File: src/rtl/video_pkg.sv
// Shared types and helpers for the video framebuffer write path.
// Holds frame geometry defaults, the RGB565 word layout and the writer FSM states.
package video_pkg;

    localparam int FRAME_W_DEF = 1920;
    localparam int FRAME_H_DEF = 40;

    typedef struct packed {
        logic [4:0] r;
        logic [5:0] g;
        logic [4:0] b;
    } rgb565_t;

    typedef enum logic [1:0] {
        ST_IDLE      = 2'd0,
        ST_WAIT_LINE = 2'd1,
        ST_ACTIVE    = 2'd2,
        ST_COMMIT    = 2'd3
    } wr_state_t;

    // Truncating conversion: keep the top 5/6/5 bits of each channel.
    function automatic rgb565_t rgb888_to_565(input logic [23:0] rgb);
        rgb565_t    px;
        logic [7:0] unused_lsbs;
        px.r        = rgb[23:19];
        px.g        = rgb[15:10];
        px.b        = rgb[7:3];
        unused_lsbs = {rgb[18:16], rgb[9:8], rgb[2:0]};
        return px;
    endfunction

endpackage

File: src/rtl/edge_detect.sv
// Registers a single-bit input once and reports rising/falling edges of the
// registered value against its previous sample.
module edge_detect (
    input  logic clk,
    input  logic rst,
    input  logic i_d,
    output logic o_q,
    output logic o_rise,
    output logic o_fall
);

    logic r_q;
    logic r_prev;

    always_ff @(posedge clk or posedge rst) begin
        if (rst) begin
            r_q    <= 1'b0;
            r_prev <= 1'b0;
        end else begin
            r_q    <= i_d;
            r_prev <= r_q;
        end
    end

    assign o_q    = r_q;
    assign o_rise = r_q & ~r_prev;
    assign o_fall = ~r_q & r_prev;

endmodule

File: src/rtl/video_stream_writer.sv
// RGB888 video stream to RGB565 framebuffer writer with double-buffered banks.
// Writes go to the back bank; the front bank index flips only on a complete frame.
module video_stream_writer
    import video_pkg::*;
#(
    parameter int FRAME_W = FRAME_W_DEF,
    parameter int FRAME_H = FRAME_H_DEF,
    parameter int ADDR_W  = 32
) (
    input  logic              clk,
    input  logic              rst,
    input  logic [23:0]       i_rgb,
    input  logic              i_de,
    input  logic              i_vsync,
    output logic [ADDR_W-1:0] o_write_addr,
    output logic [15:0]       o_write_data,
    output logic              o_write_enab,
    output logic              o_read_bank,
    output logic              o_frame_done,
    output logic              o_err_overrun,
    output logic              o_err_short,
    input  logic              i_err_clr
);

    localparam int X_W = $clog2(FRAME_W + 1);
    localparam int Y_W = $clog2(FRAME_H + 1);
    localparam logic [X_W-1:0]    X_LAST      = X_W'(FRAME_W);
    localparam logic [Y_W-1:0]    Y_LAST      = Y_W'(FRAME_H);
    localparam logic [ADDR_W-1:0] LINE_STEP   = ADDR_W'(FRAME_W);
    localparam logic [ADDR_W-1:0] BANK_OFFSET = ADDR_W'(FRAME_W * FRAME_H);

    logic w_de;
    logic w_de_rise;
    logic w_de_fall;
    logic w_vs_rise;
    logic w_unused_vs_q;
    logic w_unused_vs_fall;

    edge_detect u_vsync_edge (
        .clk    (clk),
        .rst    (rst),
        .i_d    (i_vsync),
        .o_q    (w_unused_vs_q),
        .o_rise (w_vs_rise),
        .o_fall (w_unused_vs_fall)
    );

    edge_detect u_de_edge (
        .clk    (clk),
        .rst    (rst),
        .i_d    (i_de),
        .o_q    (w_de),
        .o_rise (w_de_rise),
        .o_fall (w_de_fall)
    );

    // Pixel data is delayed alongside de so it lines up with the registered strobe.
    logic [23:0] r_rgb;

    always_ff @(posedge clk or posedge rst) begin
        if (rst) begin
            r_rgb <= '0;
        end else begin
            r_rgb <= i_rgb;
        end
    end

    wr_state_t         r_state;
    wr_state_t         w_state_next;
    logic [X_W-1:0]    r_x;
    logic [Y_W-1:0]    r_y;
    logic [ADDR_W-1:0] r_line_base;
    logic              r_read_bank;
    logic [ADDR_W-1:0] r_write_addr;
    logic [15:0]       r_write_data;
    logic              r_write_enab;
    logic              r_frame_done;
    logic              r_err_overrun;
    logic              r_err_short;

    logic              w_line_last;
    logic [ADDR_W-1:0] w_bank_base;

    assign w_line_last = ((r_y + Y_W'(1)) == Y_LAST);
    assign w_bank_base = r_read_bank ? '0 : BANK_OFFSET;

    always_ff @(posedge clk or posedge rst) begin
        if (rst) begin
            r_state <= ST_IDLE;
        end else begin
            r_state <= w_state_next;
        end
    end

    // A vsync edge always (re)starts a frame; in COMMIT it lands after the swap.
    always_comb begin
        w_state_next = r_state;
        case (r_state)
            ST_IDLE: begin
                if (w_vs_rise) w_state_next = ST_WAIT_LINE;
            end
            ST_WAIT_LINE: begin
                if (w_vs_rise)      w_state_next = ST_WAIT_LINE;
                else if (w_de_rise) w_state_next = ST_ACTIVE;
            end
            ST_ACTIVE: begin
                if (w_vs_rise)      w_state_next = ST_WAIT_LINE;
                else if (w_de_fall) w_state_next = w_line_last ? ST_COMMIT : ST_WAIT_LINE;
            end
            ST_COMMIT: begin
                w_state_next = w_vs_rise ? ST_WAIT_LINE : ST_IDLE;
            end
            default: w_state_next = ST_IDLE;
        endcase
    end

    logic [X_W-1:0]    w_x_next;
    logic [Y_W-1:0]    w_y_next;
    logic [ADDR_W-1:0] w_line_base_next;
    logic              w_read_bank_next;
    logic [ADDR_W-1:0] w_write_addr_next;
    logic [15:0]       w_write_data_next;
    logic              w_write_enab_next;
    logic              w_frame_done_next;
    logic              w_overrun_set;
    logic              w_short_set;

    always_comb begin
        w_x_next          = r_x;
        w_y_next          = r_y;
        w_line_base_next  = r_line_base;
        w_read_bank_next  = r_read_bank;
        w_write_addr_next = r_write_addr;
        w_write_data_next = r_write_data;
        w_write_enab_next = 1'b0;
        w_frame_done_next = 1'b0;
        w_overrun_set     = 1'b0;
        w_short_set       = 1'b0;
        case (r_state)
            ST_IDLE: begin
                if (w_vs_rise) begin
                    w_x_next         = '0;
                    w_y_next         = '0;
                    w_line_base_next = '0;
                end
            end
            ST_WAIT_LINE, ST_ACTIVE: begin
                if (w_vs_rise) begin
                    w_short_set      = 1'b1;
                    w_x_next         = '0;
                    w_y_next         = '0;
                    w_line_base_next = '0;
                end else if ((r_state == ST_ACTIVE) && w_de_fall) begin
                    w_x_next         = '0;
                    w_y_next         = r_y + Y_W'(1);
                    w_line_base_next = r_line_base + LINE_STEP;
                end else if (w_de && ((r_state == ST_ACTIVE) || w_de_rise)) begin
                    // The first pixel of a line is written in the cycle de rises.
                    if (r_x == X_LAST) begin
                        w_overrun_set = 1'b1;
                    end else begin
                        w_write_enab_next = 1'b1;
                        w_write_addr_next = w_bank_base + r_line_base + ADDR_W'(r_x);
                        w_write_data_next = rgb888_to_565(r_rgb);
                        w_x_next          = r_x + X_W'(1);
                    end
                end
            end
            ST_COMMIT: begin
                w_read_bank_next  = ~r_read_bank;
                w_frame_done_next = 1'b1;
                w_x_next          = '0;
                w_y_next          = '0;
                w_line_base_next  = '0;
            end
            default: begin
                w_x_next = '0;
            end
        endcase
    end

    always_ff @(posedge clk or posedge rst) begin
        if (rst) begin
            r_x           <= '0;
            r_y           <= '0;
            r_line_base   <= '0;
            r_read_bank   <= 1'b0;
            r_write_addr  <= '0;
            r_write_data  <= '0;
            r_write_enab  <= 1'b0;
            r_frame_done  <= 1'b0;
            r_err_overrun <= 1'b0;
            r_err_short   <= 1'b0;
        end else begin
            r_x           <= w_x_next;
            r_y           <= w_y_next;
            r_line_base   <= w_line_base_next;
            r_read_bank   <= w_read_bank_next;
            r_write_addr  <= w_write_addr_next;
            r_write_data  <= w_write_data_next;
            r_write_enab  <= w_write_enab_next;
            r_frame_done  <= w_frame_done_next;
            // A new error beats a simultaneous clear.
            r_err_overrun <= w_overrun_set | (r_err_overrun & ~i_err_clr);
            r_err_short   <= w_short_set   | (r_err_short   & ~i_err_clr);
        end
    end

    assign o_write_addr  = r_write_addr;
    assign o_write_data  = r_write_data;
    assign o_write_enab  = r_write_enab;
    assign o_read_bank   = r_read_bank;
    assign o_frame_done  = r_frame_done;
    assign o_err_overrun = r_err_overrun;
    assign o_err_short   = r_err_short;

endmodule

File: config.mk
export PLATFORM = sky130hd
export DESIGN_NAME = video_stream_writer
export DESIGN_NICKNAME = d
export VERILOG_FILES = /design/src/rtl/video_pkg.sv /design/src/rtl/edge_detect.sv /design/src/rtl/video_stream_writer.sv
export SDC_FILE = /design/constraint.sdc
export NUM_CORES = 1
export LEC_CHECK = 0
export CAP_MARGIN = 20
export CORE_ASPECT_RATIO = 0.8
export CORE_MARGIN = 5
export CORE_UTILIZATION = 50
export CTS_CLUSTER_DIAMETER = 50
export CTS_CLUSTER_SIZE = 25
export DETAILED_ROUTE_END_ITERATION = 8
export PLACE_DENSITY = 0.77
export SYNTH_ARGS = -nofsm -noshare
export SYNTH_HDL_FRONTEND = slang
export SYNTH_SLANG_ARGS = --single-unit
File: constraint.sdc
create_clock -name clk -period 3.85 [get_ports clk]
set_input_delay 0.5775 -clock clk [delete_from_list [all_inputs] [get_ports clk]]
set_output_delay 0.5775 -clock clk [all_outputs]
set_load 0.01 [all_outputs]
==> run summary <==
Final setup fails: 0
CTS-repair resized insts: 0
M3 GR Usage: 0.04860
Die height: 107.9 um
Routability congestion estimate: 0.9222
Pleak: 3.171 nW
Status: finished clean
Setup CP Type: reg2reg
Port Buffers: 73
Antenna Cells: 0
Fill count: 902
Seq/Total Area, Yosys: 0.4890
Main synth FF type: dfrtp_1
CP peak stage delay: 0.50 ns
Synthesized flop and latch total: 117
Total negative slack: 0 ns
Grt met2 use: 0.3042
DIE WIDTH: 132.3 um
Yosys cell types: 72
Synthesized area: 5987 um^2
Top post-synthesis cells by area: dfrtp_1 49%, nand2_1 7.9%, ha_1 5.2%
Vias post-DR: 4,687
Most frequent cell after synthesis: nand2_1
CTS root buf: clkbuf_16
Area share of the largest cell type after synthesis: 0.4890
Die ar.: 14,280 um^2
F_max: 322.9 MHz
Largest net degree at the start of global routing: 75
Area grow syn2layout: 22.90%
Crit path DAT: 3.40 ns
Hold_buf cts: 0
Layer with the highest usage: met2
Pre-antenna DRT Iters: 5
Mean Syn Cell Area: 9.625 um^2
Overall routed net length: 13,260 um
Crit path launch type: flop
Yosys warning count: 0
Overflow after GRT: 0
Synth area leader: dfrtp_1
Non-filler cells, final: 847
Post-CTS Setup Inserts: 0
Highest-delay cell along the critical path: fa_1
Fin crit share: 0.8043
Pins over their slew limit: 0
Worst-path cell chain: inv_1 > fa_1 > ha_1 > a21oi_2 > o211ai_1 > a32oi_2 > nand2_1 > xor2_1 > mux2_2
First-pass GRT wire length: 22,690 um
Worst hold path class: reg2reg
End-of-flow core utilization: 0.6341
Drt first-iter violations: 399
Tmin final: 3.097 ns
Row count: 35
Worst clock skew: 0.01049 ns
Routed length per placed instance: 15.66 um
CP required: 4.15 ns
Syn Inst Count: 622
CTS tree: done
DRT antenna net count: 0
Pwr Density: 638.2 nW/um^2
Total Routing Usage GR: 0.1951
RSZ-0062 raised after global routing: no
Initial Utilization: 0.5159
Max IR drop VDD: 0.3631 mV
Slew margin rel.: 0.4247
Max Cap Violations: 0
Post-synth EDFFs: 0
Vias in the first global route: 4,537
Fin nets: 741
Clock transition at path regs: 0.06 ns
# clock sinks: 117
Mapped Nets: 677
DRC: 0
Detailed Place HPWL: 9280 um
Slew @ Worst Pin: 0.8598 ns
Async SR Flop Fraction: 1.000
Synth top cells by count: 126 x nand2_1, 117 x dfrtp_1, 49 x o21ai_0
Max FO, Critical Path: 8
Routed vias/inst: 5.534
M1 GR Usage: 0.2685
Placed insts: 815
Worst skew pair latency: 0.41 ns
Ratio of cells with drive above 1 in the final layout: 0.09156
Clock Path Buffers: 2
Worst setup EP type: flop
H-tree levels: 4
Core area: 11,600 um^2
Final Hold Fails: 0
CTS buffer count: 17
Initial antenna violation count: 0
Io pins: 82
## layout make-up
cell class / count / area (um^2) / area share
clock buffer: 18 / 439.2 / 0.05968
clock inverter: 14 / 163.9 / 0.02228
inverter: 20 / 77.57 / 0.01054
multi-input combinational: 452 / 2796 / 0.3800
sequential: 117 / 2928 / 0.3979
tap: 148 / 185.2 / 0.02517
timing repair buffer: 78 / 768.2 / 0.1044
## power breakdown
group / internal, mW / total [mW] / switching (mW)
clock network: 0.989 / 1.60 / 0.610
logic: 0.621 / 1.48 / 0.864
registers: 1.45 / 1.61 / 0.164
total: 3.06 / 4.70 / 1.64
## registers in the layout, summed over array words and instances, names as in the netlist, 2 cells and up
| signal | count |
|---|---|
| o_write_addr | 32 |
| r_line_base | 25 |
| o_write_data | 16 |
| r_rgb | 16 |
| r_x | 11 |
| r_y | 6 |
| r_state | 2 |
## routing by layer
metal / wire length (um) / vias to the layer above
met3: 703 / 14
met2: 5984 / 154
met1: 6415 / 2272
met4: 157 / 0
met5: 0 / -
li1: - / 2247
## path summary, 6_finish.rpt
| path | start | end | slack (ns) | cells after the start |
|---|---|---|---|---|
| setup / recovery | o_read_bank | o_write_addr[15] | 0.75 | 9 |
| hold / removal | u_vsync_edge.o_q | u_vsync_edge.r_prev | 0.40 | 0 |
| setup reg to reg | o_read_bank | o_write_addr[15] | 0.75 | 9 |
| hold reg to reg | u_vsync_edge.o_q | u_vsync_edge.r_prev | 0.40 | 0 |
| max in group asynchronous | rst | r_line_base[18] | 2.37 | 3 |
| min in group asynchronous | rst | o_write_addr[24] | 0.63 | 2 |
## kinds of logic (layout without fill, tap and decap cells)
family | after synthesis | after routing | synth area share
AO/OA/AOI/OAI | 113 | 113 | 0.1216
XOR/XNOR | 51 | 51 | 0.07461
adder cells (fa/ha/maj) | 26 | 26 | 0.05559
buffers and inverters | 53 | 130 | 0.04389
flip-flops | 117 | 117 | 0.4890
multiplexers | 5 | 5 | 0.008777
other | 1 | 1 | 0.0006264
AND/OR/NAND/NOR | 256 | 256 | 0.2059
## metrics by stage
stage	worst slack (ns)	area [um^2]	hold slack (ns)	power, mW
6_report	0.7533	7358	0.3956	4.696
5_1_grt	0.5943	7358	0.4155	4.988
4_1_cts	0.8132	7358	0.4003	4.741
3_5_place_dp	0.8266	6755	0.3882	3.103
3_3_place_gp	0.9580	6755	0.3810	3.045
2_1_floorplan	0.1717	5987	0.3691	2.569
## placed cells by master (no fill, tap or decap), types with 8 or more instances in the layout
master           count
nor2_1              43
clkbuf_16           17
xnor2_1             28
xor2_1              23
dfrtp_1            117
o21ai_1              8
nor3_1              11
nand2_1            126
ha_1                25
o21ai_0             49
clkdlybuf4s50_1     73
a21oi_1             20
nand3_1             26
inv_1               18
nand4_1             15
## worst max-delay path, delay by kind of cell (launching register included)
kind | cells | cell delay, ns
buf+inv | 1 | 0.14
flops | 1 | 0.43
xor+xnor | 1 | 0.17
fa+ha+maj | 2 | 0.89
compound gates | 3 | 0.90
mux | 1 | 0.27
simple gates | 1 | 0.19
Power figures use the tool's default switching activity.
